==> src/rtl/motor_cmd_sequencer_pkg.sv <==
// Shared state encoding and H-bridge direction codes for the motor command sequencer.
package motor_cmd_sequencer_pkg;

  typedef enum logic [1:0] {
    STOP = 2'd0,
    DEAD = 2'd1,
    RAMP = 2'd2,
    RUN  = 2'd3
  } state_t;

  localparam logic [3:0] CODE_FWD   = 4'b1001;
  localparam logic [3:0] CODE_LEFT  = 4'b1010;
  localparam logic [3:0] CODE_RIGHT = 4'b0101;
  localparam logic [3:0] CODE_STOP  = 4'b0000;

  function automatic logic is_motion(input logic [3:0] code);
    return (code == CODE_FWD) || (code == CODE_LEFT) || (code == CODE_RIGHT);
  endfunction

endpackage

==> src/rtl/motor_cmd_sequencer_pwm_gen.sv <==
// Free-running 8-bit PWM counter with comparator; pwm is high while the count is below duty.
module pwm_gen (
  input  logic       clk,
  input  logic       rst,
  input  logic [7:0] duty,
  output logic       pwm
);

  logic [7:0] cnt;

  always_ff @(posedge clk or posedge rst) begin
    if (rst) cnt <= 8'd0;
    else     cnt <= cnt + 8'd1;
  end

  assign pwm = (cnt < duty);

endmodule

==> src/rtl/motor_cmd_sequencer.sv <==
// H-bridge command sequencer: dead time before every new direction, linear duty ramp, registered outputs.
module motor_cmd_sequencer
  import motor_cmd_sequencer_pkg::*;
#(
  parameter int DEAD_CYC      = 100000,
  parameter int RAMP_STEP_CYC = 50000
) (
  input  logic       clk,
  input  logic       rst,
  input  logic       sw_ON,
  input  logic [3:0] IN_req,
  input  logic [7:0] duty,
  output logic [3:0] IN,
  output logic [1:0] EN,
  output logic       busy
);

  localparam int DCW = (DEAD_CYC > 2) ? $clog2(DEAD_CYC) : 1;
  localparam int RCW = (RAMP_STEP_CYC > 2) ? $clog2(RAMP_STEP_CYC) : 1;
  localparam logic [DCW-1:0] DEAD_LOAD = DCW'(DEAD_CYC - 1);
  localparam logic [RCW-1:0] RAMP_LOAD = RCW'(RAMP_STEP_CYC - 1);

  state_t           state, nxt;
  logic [3:0]       req_q, target, nxt_target, nxt_in;
  logic             on_q, pwm, drive;
  logic [DCW-1:0]   dead_cnt, nxt_dead;
  logic [RCW-1:0]   ramp_cnt, nxt_ramp;
  logic [7:0]       app_duty, nxt_app;

  pwm_gen u_pwm (
    .clk  (clk),
    .rst  (rst),
    .duty (app_duty),
    .pwm  (pwm)
  );

  always_ff @(posedge clk or posedge rst) begin
    if (rst) begin
      req_q    <= CODE_STOP;
      on_q     <= 1'b0;
      state    <= STOP;
      target   <= CODE_STOP;
      dead_cnt <= '0;
      ramp_cnt <= '0;
      app_duty <= 8'd0;
      IN       <= CODE_STOP;
      EN       <= 2'b00;
      busy     <= 1'b0;
    end else begin
      req_q    <= IN_req;
      on_q     <= sw_ON;
      state    <= nxt;
      target   <= nxt_target;
      dead_cnt <= nxt_dead;
      ramp_cnt <= nxt_ramp;
      app_duty <= nxt_app;
      IN       <= nxt_in;
      EN       <= drive ? {2{pwm}} : 2'b00;
      busy     <= (nxt == DEAD) || (nxt == RAMP);
    end
  end

  always_comb begin
    nxt        = state;
    nxt_target = target;
    nxt_dead   = dead_cnt;
    nxt_ramp   = ramp_cnt;
    nxt_app    = app_duty;
    nxt_in     = IN;
    // Switch-off or a stop-class request outranks every other transition.
    if (!on_q || !is_motion(req_q)) begin
      nxt        = STOP;
      nxt_target = CODE_STOP;
      nxt_dead   = '0;
      nxt_ramp   = '0;
      nxt_app    = 8'd0;
      nxt_in     = CODE_STOP;
    end else begin
      case (state)
        STOP: begin
          nxt        = DEAD;
          nxt_target = req_q;
          nxt_dead   = DEAD_LOAD;
          nxt_app    = 8'd0;
        end
        DEAD: begin
          if (req_q != target) begin
            nxt_target = req_q;
            nxt_dead   = DEAD_LOAD;
          end else if (dead_cnt == '0) begin
            nxt      = RAMP;
            nxt_in   = target;
            nxt_app  = 8'd0;
            nxt_ramp = RAMP_LOAD;
          end else begin
            nxt_dead = dead_cnt - 1'b1;
          end
        end
        RAMP, RUN: begin
          // Any direction change drops the bridge to 0000 on this same edge.
          if (req_q != IN) begin
            nxt        = DEAD;
            nxt_target = req_q;
            nxt_dead   = DEAD_LOAD;
            nxt_app    = 8'd0;
            nxt_in     = CODE_STOP;
          end else if (state == RAMP) begin
            if (app_duty >= duty) begin
              nxt     = RUN;
              nxt_app = duty;
            end else if (ramp_cnt == '0) begin
              nxt_app  = app_duty + 8'd1;
              nxt_ramp = RAMP_LOAD;
            end else begin
              nxt_ramp = ramp_cnt - 1'b1;
            end
          end else if (duty > app_duty) begin
            nxt      = RAMP;
            nxt_ramp = RAMP_LOAD;
          end else begin
            nxt_app = duty;
          end
        end
        default: nxt = STOP;
      endcase
    end
  end

  assign drive = (nxt == RAMP) || (nxt == RUN);

endmodule

==> config.mk <==
export PLATFORM = sky130hd
export DESIGN_NAME = motor_cmd_sequencer
export DESIGN_NICKNAME = d
export VERILOG_FILES = /design/src/rtl/motor_cmd_sequencer_pkg.sv /design/src/rtl/motor_cmd_sequencer_pwm_gen.sv /design/src/rtl/motor_cmd_sequencer.sv
export SDC_FILE = /design/constraint.sdc
export NUM_CORES = 1
export LEC_CHECK = 0
export CAP_MARGIN = 30
export CORE_ASPECT_RATIO = 1.4
export CORE_MARGIN = 2
export CORE_UTILIZATION = 50
export DETAILED_ROUTE_END_ITERATION = 6
export PLACE_DENSITY = 0.67
export SLEW_MARGIN = 10
export SYNTH_ARGS = -nofsm -noshare
export SYNTH_HDL_FRONTEND = slang
export SYNTH_SLANG_ARGS = --single-unit
export TNS_END_PERCENT = 30
==> constraint.sdc <==
create_clock -name clk -period 3.75 [get_ports clk]
set_input_delay 0.5625 -clock clk [delete_from_list [all_inputs] [get_ports clk]]
set_output_delay 0.5625 -clock clk [all_outputs]
set_load 0.03 [all_outputs]
### Word-level counts from Yosys, hierarchy flattened

Cells that the tools add are included.
W data, S select, Z words.

| storage, ports and cells | value |
|---|---|
| logic and storage cells | 97 |
| output and inout bits | 7 |
| input bits | 15 |
| flip-flop bits (word level) | 67 |

| operators by class | value |
|---|---|
| muxes and demuxes | 41 |
| magnitude comparators | 3 |
| reduce and logical (&&, ||, !) cells | 17 |
| $add $sub $neg | 4 |
| equality and inequality tests | 21 |

Operators by type and width:

| cell | count |
|---|---|
| $mux W16 | 8 |
| $mux W17 | 4 |
| $mux W8 | 8 |
| $pmux W17 S3 | 1 |
| $pmux W16 S2 | 1 |
| $mux W4 | 7 |
| $pmux W8 S3 | 1 |
| $logic_not A17 Y1 | 1 |
| $sub A17 B1 Y17 const B | 1 |
| $add A8 B1 Y8 const B | 2 |
| $logic_not A16 Y1 | 1 |
| $mux W2 | 8 |
| $sub A16 B1 Y16 const B | 1 |
| $ne A3 B3 Y1 const B | 5 |
| $ne A4 B4 Y1 const B | 3 |
| $pmux W4 S3 | 1 |
| $eq A2 B2 Y1 const B | 4 |
| $eq A4 B4 Y1 const B | 2 |
| $ge A8 B8 Y1 | 1 |
| $gt A8 B8 Y1 | 1 |
| $lt A8 B8 Y1 | 1 |
| $ne A4 B4 Y1 | 2 |
| $pmux W4 S2 | 1 |
| $reduce_and A4 Y1 | 2 |
| 12 further kinds | 19 |

### Depth between registers and ports, before layout

Gate-level depths: netlist of the first run.

| logic depth | value |
|---|---|
| depth after elaboration | 9 |
| depth in mapped cells | 12 |
| depth with buffers taken out | 12 |

### Hierarchy

Synthesis of the first run repeated with hierarchy kept, for this count alone.

| unflattened totals | value |
|---|---|
| cell total of the unflattened synthesis | 431 |
| area, all modules | 3975.1 um2 |

By module, submodules not included:

| module | cells an instance | instances | area each (um2) | seq. area each (um2) |
|---|---|---|---|---|
| motor_cmd_sequencer | 382 | 1 | 3488.3 | 1451.4 |
| pwm_gen | 49 | 1 | 486.7 | 200.2 |

### Worst setup path before layout of the first run

Ideal clock, no wire load.

| path | value |
|---|---|
| path kind | input to register |
| start point | input port duty[7] |
| end point | register EN[0] |
| data required time | 3.625 ns |
| cell stages on the path | 10 |
| path buffers | 0 |
| data arrival time | 2.671 ns |
| library setup time | 0.125 ns |
| setup slack | 0.953 ns |
| cell sequence | ha_1 -> nand4_1 -> or2_2 -> a22o_1 -> a22oi_2 -> nand2_1 -> inv_1 -> ha_1 -> nor2_1 -> a2111oi_0 |

| between the ends | value |
|---|---|
| longest elaborated chain between the ends | 9 |
| elaborated cells between the ends (all ways) | 12 |
| those cells by class | 2 x order compare; 2 x eq/ne; 7 x mux; 1 x reduce/logical |

Ends and longest elaborated chain:

| element | line | RTL |
|---|---|---|
| from (decl) | motor_cmd_sequencer.sv:12 | `input logic [7:0] duty,` |
| $gt A8 B8 Y1 or $ge A8 B8 Y1 (tied branches) | motor_cmd_sequencer.sv:117, motor_cmd_sequencer.sv:108 |  |
| $mux W2 (on tied branches) | motor_cmd_sequencer.sv:117, motor_cmd_sequencer.sv:108 |  |
| $mux W2 (*) | motor_cmd_sequencer.sv:107 | `end else if (state == RAMP) begin` |
| $mux W2 (*) | motor_cmd_sequencer.sv:101 | `if (req_q != IN) begin` |
| $pmux W2 S3 (*) | motor_cmd_sequencer.sv:79 | `case (state)` |
| $mux W2 (*) | motor_cmd_sequencer.sv:71 | `if (!on_q \|\| !is_motion(req_q)) begin` |
| net nxt[0] | motor_cmd_sequencer.sv:23 | `state_t state, nxt;` |
| $eq A2 B2 Y1 | motor_cmd_sequencer.sv:129 | `assign drive = (nxt == RAMP) \|\| (nxt == RUN);` |
| $logic_or A1 B1 Y1 (*) | motor_cmd_sequencer.sv:129 |  |
| $mux W2 (*) | motor_cmd_sequencer.sv:58 | `EN <= drive ? {2{pwm}} : 2'b00;` |
| to (signal assigned) | motor_cmd_sequencer.sv:58 |  |
| to (decl) | motor_cmd_sequencer.sv:14 | `output logic [1:0] EN,` |

Mark *: on every way through the listed nets, which the timed path passes. The rest lies on a longest branch.
A chain may end at the register's enable or synchronous reset.

### Final worst setup path of the first run

| path | value |
|---|---|
| start point | input port duty[0] |
| end point | register EN[0] |

Same word-level chain as after synthesis.

==> results of run 1 <==
==> synthesized netlist by cell type, drive strengths merged (4+ instances only) <==
master | count | area, um^2
o21ai | 28 | 143.9
nand3 | 12 | 60.06
inv | 23 | 86.33
xnor2 | 13 | 113.9
o211ai | 9 | 77.57
nor4 | 5 | 37.53
o31ai | 7 | 52.55
nand4 | 7 | 43.79
dfrtp | 66 | 1652
and3 | 9 | 61.31
nand2 | 39 | 148.9
xor2 | 9 | 78.83
or3 | 4 | 25.02
and2 | 7 | 46.30
ha | 23 | 287.8
a211o | 4 | 35.03
nor2 | 37 | 148.9
nor3 | 17 | 123.9
mux2i | 5 | 50.05
a31oi | 6 | 37.54
clkbuf | 4 | 15.01
buf | 6 | 47.55
a21oi | 28 | 143.9
or4 | 6 | 56.30
==> per-layer routing <==
layer  up-vias  GRT usage [%]  share of wire, %
met4         0          9.360               2.6
met3        20          4.598               2.9
met1      1583          26.80                44
li1       1585              -                 -
met5         -              0                 0
met2        60          37.45                51
==> final timing paths <==
check	startpoint	endpoint	slack, ns
setup / recovery	duty[0]	EN[0]$_DFF_PP0_	0.93
hold / removal	u_pwm.cnt[7]$_DFF_PP0_	u_pwm.cnt[7]$_DFF_PP0_	0.50
setup reg to reg	req_q[3]$_DFF_PP0_	EN[0]$_DFF_PP0_	1.04
hold reg to reg	u_pwm.cnt[7]$_DFF_PP0_	u_pwm.cnt[7]$_DFF_PP0_	0.50
max in group asynchronous	rst	IN[2]$_DFFE_PP0P_	2.36
min in group asynchronous	rst	u_pwm.cnt[6]$_DFF_PP0_	0.66
==> final cells by class <==
class                   count  share of cell area (%)
clock buffers              11                   2.918
clock inverters             5                   1.223
inverters                  23                   1.918
multi-input cells         320                   48.47
flip-flops and latches     66                   36.69
well taps                 100                   2.779
repair buffers             29                   6.003
==> power by group through the flow <==
stage,sequential (mW),combinational (mW),clock (mW)
finish,0.733,0.154,0.581
global route,0.734,0.175,0.625
CTS,0.733,0.155,0.595
detailed placement,0.746,0.154,0
global placement,0.746,0.152,0
floorplan,0.745,0.109,0
==> stage by stage <==
| stage | setup slack [ns] | hold slack, ns |
|---|---|---|
| 6_report | 0.9344 | 0.4975 |
| 5_1_grt | 0.7428 | 0.5199 |
| 4_1_cts | 0.9178 | 0.5025 |
| 3_5_place_dp | 0.5737 | 0.4882 |
| 3_3_place_gp | 0.6268 | 0.4747 |
| 2_1_floorplan | 0.9532 | 0.4495 |
==> cells by family (layout without fill, tap and decap cells) <==
kind of cell | Yosys count | in the layout | share of synthesized area [%]
flops | 66 | 66 | 41.47
mux | 6 | 6 | 1.539
xor+xnor | 22 | 22 | 4.838
simple gates | 160 | 160 | 22.15
compound gates | 109 | 109 | 19.04
fa+ha+maj | 23 | 23 | 7.226
buf+inv | 33 | 68 | 3.739
==> worst reg2reg max path: stages, from the launching register on <==
cell,delay (ns)
sky130_fd_sc_hd__dfrtp_1,0.48
sky130_fd_sc_hd__nor4bb_1,0.64
sky130_fd_sc_hd__o21a_1,0.22
sky130_fd_sc_hd__buf_4,0.24
sky130_fd_sc_hd__a31o_2,0.43
sky130_fd_sc_hd__ha_1,0.22
sky130_fd_sc_hd__nor2_1,0.04
sky130_fd_sc_hd__a2111oi_0,0.33
==> state kept, by name, indices dropped and copies added, names as in the netlist <==
name / cells
dead_cnt: 17
ramp_cnt: 16
app_duty: 8
u_pwm.cnt: 8
IN: 4
req_q: 4
target: 4
state: 2
EN: 1
busy: 1
on_q: 1
==> cell usage in the layout, fill, tap and decap left out, drive strengths merged, types with 13 or more instances in the layout <==
cell type,count
xnor2,13
clkdlybuf4s50,21
a21oi,28
ha,23
nor3,17
dfrtp,66
nor2,37
o21ai,28
nand2,39
inv,23
==> parameters.txt, run 1 <==
Parameter                              Value

Setup path
  Series of cell instances along the critical path ... clkdlybuf4s50_1, inv_1, ha_1, nand4_1, or2_2, a22o_1, a22oi_2, nand2_1, inv_1, ha_1, nor2_1, a2111oi_0
  Endpoint arrival time on the critical path ... 3.04 ns
  Crit path max-delay cell type ... sky130_fd_sc_hd__clkdlybuf4s50_1
  Worst setup EP type ... flip-flop
  CP Depth ... 12
  Buffers & Inverters on Critical Path ... 3
  Startpoint type of the worst setup path ... input pin
  Worst stage delay on the critical path ... about 0.47 ns
  Length in cells of the worst reg-to-reg path ... 7
  Cell family with the largest share of critical-path delay ... compound AO/OA/AOI/OAI gates
  Maximum net fanout on the critical path ... 7
  Class of the most critical setup path ... in -> reg
  Worst endpoint required time ... 3.98 ns

Clock network
  Clock tree from TritonCTS ... built
  Number of buffers inserted by hold repair at cts ... 0
  Num CTS Buffers ... 9
  Clock edge transition at the registers on the reported setup and hold paths ... 0.07 ns
  Library cell used as clock root buffer ... sky130_fd_sc_hd__clkbuf_8
  Number of buffers inserted by post-CTS setup repair ... 0
  Source-to-sink clock delay at the later pin of the worst-skew pair ... 0.35 ns
  H-tree Lvls ... 3
  Post-CTS resize count ... 0
  Clock Tree Buf Depth ... 2
  Clock Sinks ... 66

Global route
  Vias in the first global route ... 3309
  Global-route wire length before repair ... 15.03 mm
  Pin count of the biggest net entering global routing ... 37
  All-Layer GR Usage ... 21.96%
  Antenna violations before repair ... 0
  Grt ovf ... 0

Synth
  Number of instances in the synthesized netlist ... 419
  Unique cell type count in the Yosys netlist ... slightly below 70
  Post-synthesis sequential element count ... 66
  Post-synthesis instance area ... around 4000 um^2
  Net count after synthesis ... ~460
  Part of the Yosys area used for sequential elements ... 41.47%
  Synth async-reset ratio ... 100.0%
  Leading register cell type out of synthesis ... sky130_fd_sc_hd__dfrtp_1
  Number of enable-type register cells in the synthesized netlist ... 0
  Syn avg cell area ... 9.505 um^2
  Yosys synthesis warning count ... 0

Route
  Number of search-and-repair iterations in the first detailed-routing pass ... 4
  Violation count after the first detailed-route iteration ... 314
  DRT Wirelength ... 8.577 mm
  Count of unresolved DRC violations after routing ... 0
  Via-to-Cell Ratio ... 5.863
  Vias post-DR ... 3248
  Detailed-route wire length per cell ... roughly 15 um
  Remaining number of nets flagged by the antenna check after routing ... 0

Run status
  Result of the run ... finished clean

Timing
  Number of endpoints with negative hold slack in the final report ... 0
  Final Slew Violations ... 0
  Crit path time final ... 2.816 ns
  Slew headroom ... 48.05%
  RSZ-0062 raised after global routing ... false
  Setup-failing EPs final ... 0
  Maximum operating frequency ... around 0.36 GHz
  Post-route clock period utilization ... ~75%
  Setup clock skew after layout ... 0.007976 ns
  Final TNS setup ... 0 ns
  Transition at the pin with the smallest max-transition slack ... 0.7782 ns

Floorplanning
  Starting density of the core ... 51.39%
  Chip height ... 109.6 um
  Placeable core region ... approximately 7700 um^2
  I/O pin count ... 22
  Die outline area ... 8706 um^2
  Number of rows in the core area ... 38
  Horiz. Die Dim ... 79.43 um

Power and ir drop
  Total internal power ... 1.092 mW
  Reported leakage power ... about 2.0 nW
  Combinational Power Share ... a little over a tenth
  Switching share of power ... 25.60%
  Switching component of the power ... roughly 0.38 mW
  Sequential share of power ... between 40% and 50%
  Clock network power share ... roughly 40%
  PD cells ... 326.0 nW/um^2
  Overall power after layout ... 1.468 mW
  VDD IR max ... 0.2354 mV

Place
  Number of placed instances with taps included ... roughly 540
  Weighted congestion at the end of routability-driven global placement ... 0.8563
  Placed wire-length estimate after detailed placement ... between 6 and 7 mm
  Placed instance area ... about 4300 um^2
  Count of port buffers added during placement ... 21

Cells and area
  Number of antenna cells inserted ... 0
  Post-route cell area ... 4502 um^2
  Layout Utilization ... 58.09%
  Number of filler cells placed in the layout ... 723
  Multi-input gate area ... 2182 um^2
  Nets ... approximately 490
  Relative area change from synthesis to final layout ... 13.04%
  Sequential Area ... 1652 um^2
  Number of cells in the finished layout apart from fillers ... 554
  Share of final-layout standard cells stronger than drive strength 1 ... between 10% and 20%

Min path
  Worst hold path depth ... 1
  Hold Path Class ... reg -> reg

Flow run
  Max-cap viol count ... 0
No activity file was read; power rests on OpenSTA's default activity.
==> run 2: changes to the inputs <==
Settings changed: PLACE_DENSITY 0.67 to 0.69.
Clock period 3.75 ns to 2.58 ns, I/O delays scaled along.
==> parameters.txt, run 2 (synthesis gave the netlist of run 1 again) <==
Parameter                              Value

Timing
  Number of endpoints with negative hold slack in the final report ... 0
  Setup-failing EPs final ... 0
  Slew headroom ... 45.83%
  Final worst-path setup slack ... 0.1230 ns
  Post-route clock period utilization ... 95.23%
  Crit path time final ... 2.457 ns
  Final TNS setup ... 0 ns
  Post-route worst hold slack ... 0.3339 ns
  RSZ-0062 raised after global routing ... true
  Maximum operating frequency ... approximately 0.41 GHz
  Final Slew Violations ... 0
  Transition at the pin with the smallest max-transition slack ... 0.8125 ns
  Setup clock skew after layout ... 0.008850 ns

Cells and area
  Register ranked first by flip-flop count ... dead_cnt
  Nets ... between 500 and 600
  Flip-flop count of the largest register after layout ... 17
  Share of final-layout standard cells stronger than drive strength 1 ... between 10% and 20%
  Relative area change from synthesis to final layout ... 19.04%
  Most frequent standard cell in the layout excluding fill and tap cells ... sky130_fd_sc_hd__dfrtp_1
  Layout Utilization ... roughly 61%
  Most used cells in the layout excluding fill and tap cells ... sky130_fd_sc_hd__dfrtp_1 (65), sky130_fd_sc_hd__nand2_1 (38), sky130_fd_sc_hd__nor2_1 (35)
  Number of cells in the finished layout apart from fillers ... 577
  Number of antenna cells inserted ... 0
  Largest regs ... dead_cnt x17, ramp_cnt x16

Flow run
  Max-cap viol count ... 0

Clock network
  Clock Sinks ... between 60 and 70
  Clock Tree Buf Depth ... 2
  Number of buffers inserted by hold repair at cts ... 0
  Num CTS Buffers ... 9
  Source-to-sink clock delay at the later pin of the worst-skew pair ... 0.36 ns
  Clock tree from TritonCTS ... built
  Clock edge transition at the registers on the reported setup and hold paths ... 0.07 ns
  H-tree Lvls ... 3
  Library cell used as clock root buffer ... sky130_fd_sc_hd__clkbuf_8

Route
  Violation count after the first detailed-route iteration ... 149
  Remaining number of nets flagged by the antenna check after routing ... 0
  Vias post-DR ... around 3300
  DRT Wirelength ... around 9 mm
  Via-to-Cell Ratio ... 5.686
  Detailed-route wire length per cell ... 15.54 um
  Number of search-and-repair iterations in the first detailed-routing pass ... 4
  Count of unresolved DRC violations after routing ... 0

Place
  Number of placed instances with taps included ... 557
  Count of port buffers added during placement ... 21
  Placed wire-length estimate after detailed placement ... 6.753 mm
  Weighted congestion at the end of routability-driven global placement ... 0.8773
  Setup Slack @ Placement ... -0.3180 ns

Floorplanning
  Die outline area ... 8706 um^2
  I/O pin count ... 22
  Number of rows in the core area ... 38
  Horiz. Die Dim ... approximately 79 um
  Starting density of the core ... 51.39%
  Placeable core region ... 7750 um^2
  Chip height ... 109.6 um

Min path
  Hold Path Class ... in -> async

Setup path
  Cell family with the largest share of critical-path delay ... simple AND/OR/NAND/NOR gates
  Endpoint arrival time on the critical path ... 2.68 ns
  Class of the most critical setup path ... reg -> reg
  Series of cell instances along the critical path ... or4_4, nor3_4, and3_4, and2_4, a22oi_2, buf_4, nor2_4, a311oi_2
  Buffers & Inverters on Critical Path ... 1
  Startpoint type of the worst setup path ... flip-flop
  Worst setup EP type ... flip-flop
  Worst endpoint required time ... 2.80 ns
  Worst stage delay on the critical path ... 0.58 ns
  Crit path max-delay cell type ... sky130_fd_sc_hd__or4_4
  Maximum net fanout on the critical path ... 9

Run status
  Result of the run ... finished clean

Global route
  Grt ovf ... 0
  Vias in the first global route ... 3217
  All-Layer GR Usage ... between 20% and 30%
  Antenna violations before repair ... 0
  Pin count of the biggest net entering global routing ... 26
  Global-route wire length before repair ... 15.20 mm

Power and ir drop
  Reported leakage power ... 2.201 nW
  VDD IR max ... ~0.36 mV
  PD cells ... 478.7 nW/um^2
==> run 2: changes by cell type in the layout (fill, tap and decap cells not counted), sizes merged <==
cell and delta:
bufinv +1, clkinv +1, buf +23, clkinvlp -2
==> run 2: area by class of cell <==
type / count / area, um^2
Sequential cell: 66 / 1653
Timing Repair Buffer: 52 / 455.4
Clock inverter: 5 / 78.83
Fill cell: 675 / 3009
Multi-Input combinational cell: 320 / 2211
Inverter: 23 / 86.33
Tap cell: 100 / 125.1
Clock buffer: 11 / 131.4
==> run 2: per-layer routing <==
layer / vias up / GRT usage [%] / share of wire [%]
met1: 1588 / 26.88 / 44
met2: 47 / 39.50 / 51
met3: 11 / 4.762 / 2.7
li1: 1635 / - / -
met5: - / 0 / 0
met4: 0 / 9.236 / 2.2
==> run 2: stage by stage <==
| step | total power [mW] | area [um^2] |
|---|---|---|
| floorplan | 1.243 | 3991 |
| global placement | 1.323 | 4479 |
| detailed placement | 1.327 | 4479 |
| CTS | 2.279 | 4690 |
| global route | 2.370 | 4741 |
| finish | 2.269 | 4741 |
==> run 2: where the power goes <==
part / internal, mW / leakage (nW) / total, mW / switching [mW]
Combinational: 0.122 / 1.20 / 0.259 / 0.138
Sequential: 1.05 / 0.890 / 1.07 / 0.0165
Clock: 0.543 / 0.107 / 0.944 / 0.401
Total: 1.71 / 2.20 / 2.27 / 0.556
==> run 2: repair_timing <==
| item | 4_1_cts | 5_1_grt |
|---|---|---|
| buffers inserted | 0 | 4 |
| setup endpoints to repair | 0 | 7 |
| gates resized for setup | 0 | 6 |
==> run 2: final timing paths <==
| check | from | endpoint | slack [ns] | cells after the start |
|---|---|---|---|---|
| setup reg to reg | dead_cnt[4]$_DFFE_PP0P_ | ramp_cnt[2]$_DFFE_PP0P_ | 0.12 | 8 |
| hold / removal | rst | u_pwm.cnt[6]$_DFF_PP0_ | 0.33 | 2 |
| setup / recovery | dead_cnt[4]$_DFFE_PP0P_ | ramp_cnt[2]$_DFFE_PP0P_ | 0.12 | 8 |
| hold reg to reg | u_pwm.cnt[0]$_DFF_PP0_ | u_pwm.cnt[0]$_DFF_PP0_ | 0.50 | 1 |
| max in group asynchronous | rst | app_duty[7]$_DFFE_PP0P_ | 1.69 | 3 |
| min in group clk | IN_req[2] | req_q[2]$_DFF_PP0_ | 0.46 | 1 |
==> run 3: changes to the inputs <==
--- a/config.mk
+++ b/config.mk
@@ -10,4 +10,5 @@
 export CORE_MARGIN = 2
 export CORE_UTILIZATION = 50
+export CTS_CLUSTER_DIAMETER = 30
 export DETAILED_ROUTE_END_ITERATION = 6
 export PLACE_DENSITY = 0.69
==> constraint.sdc (replaced) <==
create_clock -name clk -period 2.58 [get_ports clk]
set_input_delay 0.516 -clock clk [delete_from_list [all_inputs] [get_ports clk]]
set_output_delay 0.516 -clock clk [all_outputs]
set_load 0.03 [all_outputs]
==> parameters.txt, run 3 (synthesis gave the netlist of run 1 again) <==
Parameter                              Value

Run status
  Result of the run ... finished clean

Floorplanning
  Chip height ... 109.6 um
  Placeable core region ... 7750 um^2
  Number of rows in the core area ... 38
  Die outline area ... 8706 um^2
  Starting density of the core ... 51.39%
  I/O pin count ... 22
  Horiz. Die Dim ... 79.43 um

Cells and area
  Number of antenna cells inserted ... 0
  Largest regs ... dead_cnt x17, ramp_cnt x16
  Flip-flop count of the largest register after layout ... 17
  Post-route cell area ... 4913 um^2
  Register ranked first by flip-flop count ... dead_cnt
  Relative area change from synthesis to final layout ... 23.37%
  Most frequent standard cell in the layout excluding fill and tap cells ... sky130_fd_sc_hd__dfrtp_1
  Most used cells in the layout excluding fill and tap cells ... sky130_fd_sc_hd__dfrtp_1 (65), sky130_fd_sc_hd__nand2_1 (38), sky130_fd_sc_hd__buf_4 (38)
  Nets ... 519
  Share of final-layout standard cells stronger than drive strength 1 ... a little over a fifth

Setup path
  Most used cell along the critical path ... sky130_fd_sc_hd__ha_1
  Maximum net fanout on the critical path ... 3
  Cell family with the largest share of critical-path delay ... compound AO/OA/AOI/OAI gates
  Endpoint arrival time on the critical path ... 2.76 ns
  Startpoint type of the worst setup path ... input pin
  Crit path max-delay cell type ... sky130_fd_sc_hd__clkdlybuf4s50_1
  Worst setup EP type ... flip-flop
  Worst stage delay on the critical path ... 0.44 ns
  Series of cell instances along the critical path ... clkdlybuf4s50_1, ha_1, nand4_1, or2_4, a22o_4, a22oi_2, nand2_1, inv_2, ha_1, nor2_2, a2111oi_2
  Class of the most critical setup path ... in -> reg
  Worst endpoint required time ... 2.83 ns
  R2r setup slk ... 0.12 ns
  Buffers & Inverters on Critical Path ... 2

Route
  Via-to-Cell Ratio ... 5.739
  Detailed-route wire length per cell ... 16.03 um
  Remaining number of nets flagged by the antenna check after routing ... 0
  Vias post-DR ... 3363
  DRT Wirelength ... 9.391 mm
  Count of unresolved DRC violations after routing ... 0
  Violation count after the first detailed-route iteration ... between 150 and 200
  Number of search-and-repair iterations in the first detailed-routing pass ... 4

Clock network
  Clock Tree Buf Depth ... 2
  Clock edge transition at the registers on the reported setup and hold paths ... ~0.070 ns
  H-tree Lvls ... 3
  Clock tree from TritonCTS ... built
  Library cell used as clock root buffer ... sky130_fd_sc_hd__clkbuf_8
  Num CTS Buffers ... 9
  Number of buffers inserted by hold repair at cts ... 0
  Source-to-sink clock delay at the later pin of the worst-skew pair ... between 0.3 and 0.4 ns
  Clock Sinks ... 66

Timing
  Number of endpoints with negative hold slack in the final report ... 0
  Slew headroom ... 48.45%
  Final Slew Violations ... 0
  Post-route clock period utilization ... 97.23%
  Crit path time final ... 2.509 ns
  Maximum operating frequency ... 0.3986 GHz
  Setup-failing EPs final ... 0
  Final TNS setup ... 0 ns
  Setup clock skew after layout ... 0.009235 ns
  Transition at the pin with the smallest max-transition slack ... 0.7732 ns

Global route
  Pin count of the biggest net entering global routing ... 44
  Global-route wire length before repair ... 15.70 mm
  All-Layer GR Usage ... between 20% and 30%
  Vias in the first global route ... 3331
  Antenna violations before repair ... 0
  Grt ovf ... 0

Place
  Placed wire-length estimate after detailed placement ... 6.748 mm
  Placed instance area ... 4504 um^2
  Weighted congestion at the end of routability-driven global placement ... 0.8506
  Count of port buffers added during placement ... 21

Flow run
  Max-cap viol count ... 0

Power and ir drop
  Overall power after layout ... 2.245 mW
  Reported leakage power ... 2.303 nW
  PD cells ... 456.8 nW/um^2
  VDD IR max ... 0.3554 mV

Min path
  Hold Path Class ... reg -> reg
## run 3: area by class of cell
class	instances	area [um^2]
clock inverters	4	50.05
flip-flops and latches	66	1653
clock buffers	12	155.1
fillers	659	2836
inverters	23	86.33
repair buffers	61	535.5
multi-input cells	320	2308
well taps	100	125.1
## run 3: worst paths after layout
kind                                         startpoint                        to  cells past startpoint
worst max register to register  dead_cnt[7]$_DFFE_PP0P_  dead_cnt[13]$_DFFE_PP0P_                      9
min in group asynchronous                           rst         IN[0]$_DFFE_PP0P_                      2
worst min-delay path             u_pwm.cnt[0]$_DFF_PP0_    u_pwm.cnt[0]$_DFF_PP0_                      1
max in group asynchronous                           rst   ramp_cnt[1]$_DFFE_PP0P_                      3
worst min register to register   u_pwm.cnt[0]$_DFF_PP0_    u_pwm.cnt[0]$_DFF_PP0_                      1
worst max-delay path                            duty[6]           EN[0]$_DFF_PP0_                     11
## run 3: power breakdown
group,switching [mW],total [mW],internal [mW]
clock,0.406,0.904,0.497
combinational,0.147,0.277,0.130
sequential,0.0155,1.06,1.05
total,0.568,2.24,1.68
## run 3: metrics by stage
stage | hold WS (ns) | utilization, % | cells | setup slack, ns
final | 0.4884 | 63.40 | 586 | 0.07144
after global placement | 0.4792 | 58.12 | 560 | -0.2478
after detailed placement | 0.4883 | 58.12 | 560 | -0.3722
after global routing | 0.5102 | 63.40 | 586 | -0.004968
after CTS | 0.4995 | 60.77 | 576 | 0.006754
after floorplan | 0.4495 | - | 419 | 0.01276
## run 3: repair_timing
item / in CTS / in global routing
buffers inserted: 0 / 9
endpoints found under the setup margin: 2 / 14
gates cloned: 0 / 1
gates resized for setup: 1 / 30
pin swaps: 0 / 14
## run 3: metal layers
| metal | vias up | GRT usage (%) | share of wire, % |
|---|---|---|---|
| met4 | 0 | 13.05 | 3.4 |
| met5 | - | 0 | 0 |
| li1 | 1647 | - | - |
| met2 | 72 | 39.50 | 51 |
| met1 | 1622 | 27.29 | 42 |
| met3 | 22 | 5.255 | 3.7 |
